[src/rtl/xpsr_it_ctrl.sv]
// IT-block sequencer and xPSR write-enable gate.
// Tracks ITSTATE ({cond, mask}) across an IT block, evaluates each
// instruction's condition against the APSR flags and gates flag writes.
module xpsr_it_ctrl #(
  parameter int INST_W      = 32,
  parameter int IT_W        = 8,
  parameter bit NEST_ERR_EN = 1'b1
) (
  input  logic              clk,
  input  logic              rst,
  input  logic [INST_W-1:0] inst,
  input  logic              inst_valid,
  input  logic              flush,
  input  logic [4:0]        apsr,
  input  logic              apsr_wr_req,
  input  logic              carry_wr_req,
  input  logic              exc_entry,
  input  logic              exc_return,
  input  logic [IT_W-1:0]   it_restore,
  output logic [IT_W-1:0]   epsr_it,
  output logic              en_epsr,
  output logic              en_apsr,
  output logic              en_carry,
  output logic              cond_pass,
  output logic              in_it,
  output logic              last_in_it,
  output logic              it_err
);

  typedef enum logic {IDLE, IT_ACTIVE} state_t;

  state_t            state_reg, state_next;
  logic [IT_W-1:0]   it_reg, it_next;
  logic              en_epsr_reg, en_epsr_next;
  logic              it_err_reg, it_err_next;

  logic              retire;
  logic              is_it;
  logic [3:0]        cond;
  logic              flag_n, flag_z, flag_c, flag_v;
  logic [IT_W-1:0]   it_load;

  assign retire = inst_valid & ~flush;
  // Mask of zero encodes a hint (NOP-compatible), not an IT.
  assign is_it  = (inst[15:8] == 8'hBF) && (inst[3:0] != 4'h0);
  assign it_load = {inst[7:4], inst[3:0]};

  assign flag_n = apsr[4];
  assign flag_z = apsr[3];
  assign flag_c = apsr[2];
  assign flag_v = apsr[1];

  assign in_it      = (state_reg == IT_ACTIVE);
  assign last_in_it = in_it && (it_reg[2:0] == 3'b000);
  assign cond       = in_it ? it_reg[7:4] : 4'hE;

  // Standard ARM condition evaluation; 0xE and 0xF both always execute.
  always_comb begin
    cond_pass = 1'b1;
    case (cond)
      4'h0: cond_pass = flag_z;
      4'h1: cond_pass = ~flag_z;
      4'h2: cond_pass = flag_c;
      4'h3: cond_pass = ~flag_c;
      4'h4: cond_pass = flag_n;
      4'h5: cond_pass = ~flag_n;
      4'h6: cond_pass = flag_v;
      4'h7: cond_pass = ~flag_v;
      4'h8: cond_pass = flag_c & ~flag_z;
      4'h9: cond_pass = ~flag_c | flag_z;
      4'hA: cond_pass = (flag_n == flag_v);
      4'hB: cond_pass = (flag_n != flag_v);
      4'hC: cond_pass = ~flag_z & (flag_n == flag_v);
      4'hD: cond_pass = flag_z | (flag_n != flag_v);
      default: cond_pass = 1'b1;
    endcase
  end

  assign en_apsr  = apsr_wr_req  & cond_pass & retire;
  assign en_carry = carry_wr_req & cond_pass & retire;

  // Next ITSTATE / state: exception entry beats return beats retire.
  always_comb begin
    state_next   = state_reg;
    it_next      = it_reg;
    en_epsr_next = 1'b0;
    it_err_next  = 1'b0;
    if (exc_entry) begin
      it_next      = '0;
      state_next   = IDLE;
      en_epsr_next = 1'b1;
    end else if (exc_return) begin
      it_next      = it_restore;
      state_next   = (it_restore[3:0] != 4'h0) ? IT_ACTIVE : IDLE;
      en_epsr_next = 1'b1;
    end else if (retire) begin
      case (state_reg)
        IDLE: begin
          if (is_it) begin
            it_next    = it_load;
            state_next = IT_ACTIVE;
          end
        end
        IT_ACTIVE: begin
          if (it_reg[2:0] == 3'b000) begin
            // Last slot: block ends; an IT here starts a fresh block at once.
            if (is_it) begin
              it_next    = it_load;
              state_next = IT_ACTIVE;
            end else begin
              it_next    = '0;
              state_next = IDLE;
            end
          end else begin
            // Shift the mask; the base condition bits [7:5] stay put.
            it_next     = {it_reg[7:5], it_reg[3:0], 1'b0};
            it_err_next = NEST_ERR_EN && is_it;
          end
        end
        default: begin
          it_next    = '0;
          state_next = IDLE;
        end
      endcase
      en_epsr_next = (it_next != it_reg);
    end
  end

  // State, ITSTATE and registered pulses.
  always_ff @(posedge clk or negedge rst) begin
    if (!rst) begin
      state_reg   <= IDLE;
      it_reg      <= '0;
      en_epsr_reg <= 1'b0;
      it_err_reg  <= 1'b0;
    end else begin
      state_reg   <= state_next;
      it_reg      <= it_next;
      en_epsr_reg <= en_epsr_next;
      it_err_reg  <= it_err_next;
    end
  end

  assign epsr_it = it_reg;
  assign en_epsr = en_epsr_reg;
  assign it_err  = it_err_reg;

endmodule

[config.mk]
export PLATFORM = sky130hd
export DESIGN_NAME = xpsr_it_ctrl
export DESIGN_NICKNAME = d
export VERILOG_FILES = /design/src/rtl/xpsr_it_ctrl.sv
export SDC_FILE = /design/constraint.sdc
export NUM_CORES = 1
export LEC_CHECK = 0
export BUFFER_PORTS_ARGS = -buffer_cell sky130_fd_sc_hd__buf_2
export CAP_MARGIN = 20
export CORE_MARGIN = 2
export CORE_UTILIZATION = 44
export DETAILED_ROUTE_END_ITERATION = 12
export PLACE_DENSITY = 0.84
export SETUP_SLACK_MARGIN = 0.5
export SYNTH_ARGS = -nofsm -noshare
export SYNTH_HDL_FRONTEND = slang
export SYNTH_SLANG_ARGS = --single-unit
[constraint.sdc]
create_clock -name clk -period 2.1 [get_ports clk]
set_input_delay 0 -clock clk [delete_from_list [all_inputs] [get_ports clk]]
set_output_delay 0 -clock clk [all_outputs]
set_load 0.05 [all_outputs]
-- Word-level counts from Yosys, hierarchy flattened
Index checks and enable logic that the tools add are counted.
- equality and inequality tests: 17
- mux-type cells: 27
- bitwise operators: 15
- reduce and logical (&&, ||, !) cells: 7
- operator list (kind ; number):
    2-to-1 mux 8 bit ; 9
    == test 4 bit (second input constant) ; 6
    == test 4 x 3 -> 1 bit (second input constant) ; 4
    one-hot mux 8 bit (2 select lines) ; 1
    2-to-1 mux 1 bit ; 14
    one-hot mux 1 bit (14 select lines) ; 1
    == test 4 x 2 -> 1 bit (second input constant) ; 2
    == test 8 bit (second input constant) ; 1
    != test 8 bit ; 1
    nonzero test 4 bit ; 2
    AND 1 bit ; 7
    inverter 1 bit ; 6
    == test 4 x 1 -> 1 bit (second input constant) ; 1
    zero test 4 bit ; 1
    2-to-1 mux 4 bit ; 1
    zero test 3 bit ; 1
    nonzero test 3 bit ; 1
    logical AND 1 bit ; 2
    OR 1 bit ; 2
    one-hot mux 1 bit (2 select lines) ; 1
    == test 1 bit ; 1
    != test 1 bit ; 1
- register bits after elaboration: 11
- bits of input ports: 53
- output and inout port bits: 15
- logic and storage cells: 70

-- Logic depth before layout (Yosys ltp)
- word-level depth: 12
- depth in mapped cells: 7
- mapped depth without buffers: 5

-- Worst setup path after synthesis
OpenSTA, ideal clock, no wires.
- path type: flip-flop to output port
- start: register state_reg, in the netlist in_it
- end: output port en_apsr
- arrival time: 2707 ps
- data required time: 2100 ps
- setup slack: -607 ps
- stages on the path, launching flop included: 7
- buffers on the path: 1
- path through: dfrtp_1 > clkbuf_1 > nor4b_1 > mux2i_1 > a21oi_1 > nor2_1 > nor3_1
- longest elaborated chain between the ends: 5
- elaborated cells on any way between the ends: 18
- classes of those cells: 13 x eq/ne; 2 x mux; 2 x bitwise; 1 x reduce/logical
- RTL lines (what ; RTL line ; text):
    from (decl) ; 32 ; state_t state_reg, state_next;
    from (signal assigned) ; 137 ; state_reg <= state_next;
    2-to-1 mux 4 bit * ; 55 ; assign cond = in_it ? it_reg[7:4] : 4'hE;
    == test 4 bit, or another cell as far along ; 60 ; case (cond)
    one-hot mux 1 bit (14 select lines) * ; 60 ;
    AND 1 bit * (2 in a row) ; 79 ; assign en_apsr = apsr_wr_req & cond_pass & retire;
    to (decl) ; 22 ; output logic en_apsr,
Mark *: on every way between the ends. The rest lies on a longest branch, timed or not.

-- Worst setup path in the final report
- start: register it_reg[4], in the netlist epsr_it[4]
- end: output port cond_pass
- longest elaborated chain between the ends: 3
- elaborated cells on any way between the ends: 16
- classes of those cells: 13 x eq/ne; 2 x mux; 1 x reduce/logical
- RTL lines (what ; RTL line ; text):
    from (decl) ; 33 ; logic [IT_W-1:0] it_reg, it_next;
    from (signal assigned) ; 138 ; it_reg <= it_next;
    2-to-1 mux 4 bit * ; 55 ;
    == test 4 bit, or another cell as far along ; 60 ;
    one-hot mux 1 bit (14 select lines) * ; 60 ;
    to (decl) ; 24 ; output logic cond_pass,
Marked as above.

==> qor.csv <==
metric;value;unit
drv_cap;0;
grt_pass1_wl;6790;um
synth_area_leader_cell;dfrtp_1;
cts_tree;done;
final_hold_viol_count;0;
clock_skew;0.00494;ns
ys_seq_area_share;23.4;%
pin_count;68;
synth-xor-area-share;6.69;%
htree_levels;1;
seq_power_share;32.3;%
critPathKind;flop to output pin;
cts_root_buf;clkbuf_4;
rows;18;
die_h;55.8;um
max_freq;516;MHz
routed_wirelength;4190;um
ant_nets;0;
max_slew_margin;66.4;%
ys_types;48;
tightest_slew;0.503;ns
dp_cells;225;
syn_nets;206;
avgSynthCellArea;7.70;um2
vias;1547;
dr.pass1.iters;4;
nFillCells;210;
muxShareOfSynthArea;3.40;%
combPwrFrac;50.8;%
finalNonFillerCells;245;
synth-compound-area-share;32.5;%
clk_pin_slew_worst_paths;0.07;ns
wl_per_cell;17.1;um
portBuffers;50;
syn_area;1180;um2
yosys-top-cells-area;dfrtp_1, xnor2_1, o21ai_0;
hold_class;input port to flop;
power.density;481;nW/um2
synthArstFlopShare;100;%
maxSlewViolCount;0;
power_leakage;0.743;nW
die-width;55.8;um
post-route-cell-area;1760;um2
ys.flop_type;dfrtp_1;
period_share;92.2;%
clockBufferDepth;2;
crit_slowest_cell;dfrtp_2;
syn_inst;153;
via_per_inst;6.31;
worstSkewPairLatency;0.27;ns
reg2reg_depth;7;
required;2.10;ns
core_area;2500;um2
grt_pass1_vias;1495;
cp_common_cell;buf_4;
fin_crit;1.94;ns
crit_fanout;6;
cp-end-kind;output pin;
synth_fa_ha_area_share;0;%
peakVddDrop;0.000558;V
largest_reg_flops;8;
drc;0;
cp.arrival;1.94;ns
ys_ff_latch;11;
switching_power;0.000368;W
p_sw_share;43.4;%
areaGrowthSynthToFinish;49.6;%
outcome;finished clean;
antenna_cells;0;
drive_gt1_share;46.0;%
cts.sinks;11;
yosysTopAreaCellShare;23.4;%
yosys.area_share.simple;27.0;%
final_nets;269;
antenna_found_initial;0;
dieArea;3110;um2
track_usage;26.7;%
hold_depth;3;
rsz0062_at_grt;yes;
critPathMaxStageDelay;0.47;ns
grt_max_degree;18;
dp_hpwl;2930;um
crit_chain;xnor2_2 -> a31o_1 -> a21oi_2 -> a2111oi_4 -> buf_4 -> nor2_4 -> buf_4;
cell_internal_pwr;0.000480;W
synth_top_family_by_area;compound AO/OA/AOI/OAI gates;
numCtsBuffers;3;
placed_cell_area;1530;um2
drt_iter0_markers;88;
start_util;47.1;%
start_kind;flop;
setup_viol;0;
seq_area;284;um2
clockPowerShare;16.8;%
gp_congestion;0.908;
ys_warn_count;0;
synth_edf_count;0;
setup-tns-final;0;ns
multi_input_area;958;um2
grt-ovfl-total;0;
-- metrics by stage --
stage,setup WS [ns],total power [W],hold WS (ns),utilization (%)
3_3_place_gp,0.302,0.000616,-0.130,61.4
3_5_place_dp,0.258,0.000633,-0.120,61.4
4_1_cts,0.215,0.000825,0.00880,68.5
6_report,0.163,0.000848,0.0125,70.5
2_1_floorplan,0.321,0.000530,-0.296,-
5_1_grt,0.0969,0.000898,0.0333,70.5
-- cell usage after synthesis (2+ instances only) --
master and count:
nor2_1 10, nor2b_1 4, and2_1 2, nand2_1 11, o31ai_1 3, o21ai_0 10, nor3_1 6, nor4b_1 2
and3_1 2, o211ai_1 3, a221oi_1 4, nand3b_1 3, a21oi_1 9, inv_1 7, o21ai_1 6, o22ai_1 3
clkbuf_1 8, mux2i_1 4, dfrtp_1 11, xor2_1 3, buf_6 2, xnor2_1 6, nand3_1 6, nand2b_1 3
o2111a_1 2
-- cells by family after synthesis --
group / Yosys count
muxes: 4
AOI/OAI and AO/OA: 54
buffers and inverters: 18
and+or+nand+nor: 57
DFF: 11
xor gates and xnor gates: 9
-- worst max-delay path, delay by kind of cell, from the launching register on --
family	cells	cell delay, ns
AO/OA/AOI/OAI	3	0.53
AND/OR/NAND/NOR	1	0.05
XOR/XNOR	1	0.23
buffers and inverters	2	0.40
flip-flops	1	0.47
-- worst paths after layout --
check                                    from         end  slack (ns)
min in group asynchronous                 rst      it_err        0.13
worst max-delay path               epsr_it[4]   cond_pass        0.16
worst max register to register     epsr_it[4]     en_epsr        0.40
worst min register to register     epsr_it[2]  epsr_it[2]        0.68
max in group asynchronous                 rst       in_it        1.75
worst min-delay path            it_restore[0]  epsr_it[0]        0.01
-- cells in the final DEF (no fill, tap or decap), drive strengths merged, types with 4 or more instances in the layout --
master	count
nor2b	4
dfrtp	11
nand3	6
a21oi	9
nor2	10
mux2i	4
inv	7
dlygate4sd3	5
nand2	11
nor3	7
clkbuf	5
buf	63
a221oi	5
o21ai	16
xnor2	6
-- layer usage --
layer / up-vias / part of all wire (%) / track usage [%]
li1: 706 / - / -
met1: 735 / 37 / 30.5
met2: 87 / 53 / 48.8
met3: 19 / 6.9 / 4.88
met4: 0 / 3.1 / 10.1
met5: - / 0 / 0
-- cell type report --
class                   count  area share [%]
flip-flops and latches     11            16.1
repair buffers             69            24.4
clock buffers               4            1.49
multi-input cells         124            54.4
inverters                   7            1.49
well taps                  30            2.13
-- power groups by stage --
stage	Clock (W)	Sequential, W	Combinational [W]
5_1_grt	0.000161	0.000277	0.000459
2_1_floorplan	0	0.000312	0.000218
6_report	0.000143	0.000274	0.000431
4_1_cts	0.000149	0.000272	0.000404
3_5_place_dp	0	0.000275	0.000358
3_3_place_gp	0	0.000272	0.000344
-- repair_timing --
action                                  4_1_cts  5_1_grt
endpoints found under the setup margin        6       10
buffers inserted                              7        4
endpoints found under the hold margin        15        0
gates resized for setup                      16        9
pin swaps                                     6        4
hold buffers                                  5        0
(Power assumes the default switching activity.)
